**src/rtl/enable_sequencer.sv**
```systemverilog
// Enable sequencer: delayed LSB-first power-up, MSB-first power-down, fault kill.
// Optional build macro SEQ_FAULT_LATCH_EN makes FAULT sticky until clear.
module enable_sequencer #(
    parameter int N_CH        = 4,
    parameter int START_DELAY = 16,
    parameter int STEP_CYCLES = 8
) (
    input  logic            clk,
    input  logic            reset,
    input  logic            start,
    input  logic            stop,
    input  logic            fault,
    input  logic            clear,
    output logic [N_CH-1:0] enable_out,
    output logic            busy,
    output logic            ready,
    output logic            fault_flag
);

    localparam int MAXD = (START_DELAY > STEP_CYCLES) ? START_DELAY : STEP_CYCLES;
    localparam int CW   = (MAXD > 1) ? $clog2(MAXD) : 1;

    localparam logic [CW-1:0] START_LOAD = CW'(START_DELAY - 1);
    localparam logic [CW-1:0] STEP_LOAD  = CW'(STEP_CYCLES - 1);

    typedef enum logic [2:0] {
        S_IDLE,
        S_WAIT,
        S_UP,
        S_RUN,
        S_DOWN,
        S_FAULT
    } state_t;

    state_t          state, state_n;
    logic [CW-1:0]   cnt, cnt_n;
    logic [N_CH-1:0] en_n;
    logic            busy_n, ready_n, flag_n;
    logic            fault_exit;

`ifdef SEQ_FAULT_LATCH_EN
    assign fault_exit = clear & ~fault;
`else
    logic unused_clear;
    assign unused_clear = clear;
    assign fault_exit   = ~fault;
`endif

    always_ff @(posedge clk or negedge reset) begin
        if (!reset) begin
            state      <= S_IDLE;
            cnt        <= '0;
            enable_out <= '0;
            busy       <= 1'b0;
            ready      <= 1'b0;
            fault_flag <= 1'b0;
        end else begin
            state      <= state_n;
            cnt        <= cnt_n;
            enable_out <= en_n;
            busy       <= busy_n;
            ready      <= ready_n;
            fault_flag <= flag_n;
        end
    end

    always_comb begin
        state_n = state;
        cnt_n   = cnt;
        en_n    = enable_out;
        ready_n = ready;
        if (fault && state != S_FAULT) begin
            state_n = S_FAULT;
            cnt_n   = '0;
            en_n    = '0;
            ready_n = 1'b0;
        end else begin
            unique case (state)
                S_IDLE: begin
                    if (start && !stop) begin
                        state_n = S_WAIT;
                        cnt_n   = START_LOAD;
                    end
                end
                S_WAIT: begin
                    if (stop) begin
                        state_n = S_IDLE;
                        cnt_n   = '0;
                    end else if (cnt == '0) begin
                        state_n = S_UP;
                        en_n    = N_CH'(1);
                        cnt_n   = STEP_LOAD;
                    end else begin
                        cnt_n = cnt - CW'(1);
                    end
                end
                S_UP, S_RUN: begin
                    if (stop) begin
                        // Enables are contiguous from bit 0, so a right shift drops the top one.
                        en_n    = enable_out >> 1;
                        ready_n = 1'b0;
                        if ((enable_out >> 1) == '0) begin
                            state_n = S_IDLE;
                            cnt_n   = '0;
                        end else begin
                            state_n = S_DOWN;
                            cnt_n   = STEP_LOAD;
                        end
                    end else if (state == S_UP) begin
                        if (cnt != '0) begin
                            cnt_n = cnt - CW'(1);
                        end else if (enable_out[N_CH-1]) begin
                            state_n = S_RUN;
                            ready_n = 1'b1;
                        end else begin
                            en_n  = (enable_out << 1) | N_CH'(1);
                            cnt_n = STEP_LOAD;
                        end
                    end
                end
                S_DOWN: begin
                    if (cnt != '0) begin
                        cnt_n = cnt - CW'(1);
                    end else begin
                        en_n = enable_out >> 1;
                        if ((enable_out >> 1) == '0) begin
                            state_n = S_IDLE;
                        end else begin
                            cnt_n = STEP_LOAD;
                        end
                    end
                end
                S_FAULT: begin
                    if (fault_exit) begin
                        state_n = S_IDLE;
                    end
                end
                default: begin
                    state_n = S_IDLE;
                    cnt_n   = '0;
                    en_n    = '0;
                    ready_n = 1'b0;
                end
            endcase
        end
        busy_n = (state_n == S_WAIT) || (state_n == S_UP) ||
                 (state_n == S_RUN)  || (state_n == S_DOWN);
        flag_n = (state_n == S_FAULT);
    end

endmodule

```
**config.mk**
```make
export PLATFORM = sky130hd
export DESIGN_NAME = enable_sequencer
export DESIGN_NICKNAME = d
export VERILOG_FILES = /design/src/rtl/enable_sequencer.sv
export SDC_FILE = /design/constraint.sdc
export NUM_CORES = 1
export LEC_CHECK = 0
export BUFFER_PORTS_ARGS = -buffer_cell sky130_fd_sc_hd__clkbuf_2
export CAP_MARGIN = 30
export CORE_UTILIZATION = 30
export DETAILED_ROUTE_END_ITERATION = 8
export SLEW_MARGIN = 20
export SYNTH_ARGS = -nofsm -noshare
export SYNTH_HDL_FRONTEND = slang
export SYNTH_SLANG_ARGS = --single-unit
```
**constraint.sdc**
```tcl
create_clock -name clk -period 2.3 [get_ports clk]
set_input_delay 0.46 -clock clk [delete_from_list [all_inputs] [get_ports clk]]
set_output_delay 0.46 -clock clk [all_outputs]
set_load 0.05 [all_outputs]
```
==> results.toml <==
[status]
outcome = "completed"

[place]
placed_cell_area_mm2 = 0.00115
gp_congestion = 0.853
port_buffers = 11
place.detailed.hpwl_um = 1890
dp.cells = 181

[timing]
hold_viol = 0
fmax_mhz = 476
tightest_slew_ns = 0.473
setup_tns_ns = 0
skew_ns = 0.00597
max_slew_margin = 0.684
fin_crit_sh = 0.913
maxSlewViolCount = 0
rsz0062_at_grt = "false"
final.min_clock_period_ns = 2.10
setup_viol = 0

[final_layout]
antennaDiodeCount = 0
post-route-cell-area_mm2 = 0.00118
multiInputGateArea_um2 = 632
instances_no_fill = 184
num-fill-cells = 371
areaGrowthSynthToFinish_pct = 11.9
fin_nets = 147
layout_common_cells = "dfrtp_1, a21oi_1, clkbuf_2"
fin_util = 0.353
mostFrequentLayoutCell = "dfrtp_1"
drive_gt1_frac = 0.167
register_area_um2 = 350

[clock_tree]
cts_sinks = 14
cts_buffers = 3
cts_tree = "built"
h-tree-depth = 1
postCtsSetupBuffers = 0
cts.clk_slew.worst_paths_ns = 0.09
cts-resized-gates = 0
cts_hold_buf = 0
root_buffer = "clkbuf_4"
clk_path_buf_depth = 2
clk_latency_ns = 0.28

[setup_path]
reg2regPathDepth = 7
slowest_stage = "or3b_1"
crit_end = "busy"
crit_required_ns = 2.48
path_class = "register to register"
end_kind = "register"
rr_startpoint = "cnt[0]"
cp_cell_sequence = "inv_1, ha_1, or3b_1, o21ai_4, o211ai_2, and2_1, nor4_1"
reg2reg_slack_ns = 0.20
crit_start = "cnt[0]"
critical_path.startpoint_type = "register"
worstReg2RegEnd = "busy"
crit_fanout = 8
arrival_ns = 2.28
max_stage_delay_ns = 0.55

[global_route]
grt_pass1_wl_um = 4260
grt_pass1_vias = 908
grt_usage = 0.153
antenna_found_initial = 0
grt_max_degree = 17
overflow = 0

[yosys]
yosysTopAreaCell = "dfrtp_1"
synth_edf_count = 0
synth_ff_type = "dfrtp_1"
synth_cell_type_count = 42
ys_ff_latch = 14
synth_nets = 136
netlist_area_mm2 = 0.00105
synthCells = 129
yosys.area.top_type_share = 0.333
synth.avg_cell_area_um2 = 8.16
synth-seq-area-share = 0.333
async_flop_share = 1.00
synth_top_cells_by_area = "dfrtp_1, a21oi_1, o21ai_1, nor3_1, nor3b_1"
ys_warn_count = 0

[die]
ios = 13
start_util = 0.315
die_width_um = 61.2
die_area_mm2 = 0.00375
rows = 21
core-area_mm2 = 0.00334
die_h_um = 61.2

[drt]
drtPass1Iterations = 4
vias = 1022
drt_iter0_markers = 27
routedWlPerCell_um = 14.3
wl_um = 2620
ant_nets = 0
drc = 0
vias_per_cell = 5.55

[pwr]
vdd_drop_max_uv = 487
power.leakage_nw = 0.496
power_density_mw_per_mm2 = 1020
power_mw = 1.20

[min_path]
min_path_type = "input pin to async pin"

[job]
cap_violations = 0
## layer usage
| metal | routed length (µm) | global-route usage |
|---|---|---|
| met5 | 0 | 0 |
| met2 | 1180 | 0.231 |
| met3 | 101 | 0.0273 |
| met4 | 47 | 0.0682 |
| met1 | 1300 | 0.214 |
## worst max-delay path, delay by kind of cell (launching register included)
kind                     cells  cell delay [ns]
buffers and inverters        1             0.07
flip-flops                   1             0.42
AO/OA/AOI/OAI                2             0.31
AND/OR/NAND/NOR              3             0.94
adder cells (fa/ha/maj)      1             0.27
## synth_stat cells (3+ instances only)
| master | instances |
|---|---|
| buf_2 | 5 |
| a21oi_1 | 12 |
| o2bb2ai_1 | 3 |
| o21ai_1 | 10 |
| nand2_1 | 9 |
| o21ai_0 | 6 |
| dfrtp_1 | 14 |
| clkbuf_1 | 5 |
| inv_1 | 4 |
| nand2b_1 | 3 |
| nor3_1 | 8 |
| nor3b_1 | 5 |
| nor2_1 | 8 |
## kinds of logic after synthesis
kind of cell,share of synthesized area
and+or+nand+nor,0.278
AOI/OAI and AO/OA,0.290
DFF,0.333
buffers and inverters,0.0666
adders and majority gates,0.0119
muxes,0.0202
## worst min-delay path by stage
stage,end,slack [ns],cells past startpoint
3_5_place_dp,cnt[0],0.39,1
5_1_grt,cnt[1],0.09,1
6_report,cnt[1],0.07,1
4_1_cts,cnt[1],0.08,1
3_3_place_gp,cnt[2],0.39,1
2_1_floorplan,busy,0.16,0
## final cells by class
type                    instances  share of cell area
flip-flops and latches         14               0.298
inverters                       4              0.0128
repair buffers                 17              0.0850
clock buffers                   3              0.0191
multi-input cells             100               0.537
well taps                      46              0.0489
## per-stage QoR
step / hold slack [ns] / setup slack, ns
2_1_floorplan: 0.164 / 0.488
3_3_place_gp: 0.394 / 0.222
3_5_place_dp: 0.394 / 0.252
4_1_cts: 0.0809 / 0.197
5_1_grt: 0.0939 / 0.0281
6_report: 0.0704 / 0.199
## flip-flops by register name (all words and copies together) (netlist names)
signal	count
cnt	4
state	3
ready	1
busy	1
fault_flag	1
enable_out	4
## power by group
| part | switching (mW) | internal (mW) | total (mW) |
|---|---|---|---|
| clock network | 0.0845 | 0.0607 | 0.145 |
| logic | 0.419 | 0.267 | 0.686 |
| registers | 0.0729 | 0.299 | 0.372 |
Power figures use the tool's default switching activity.
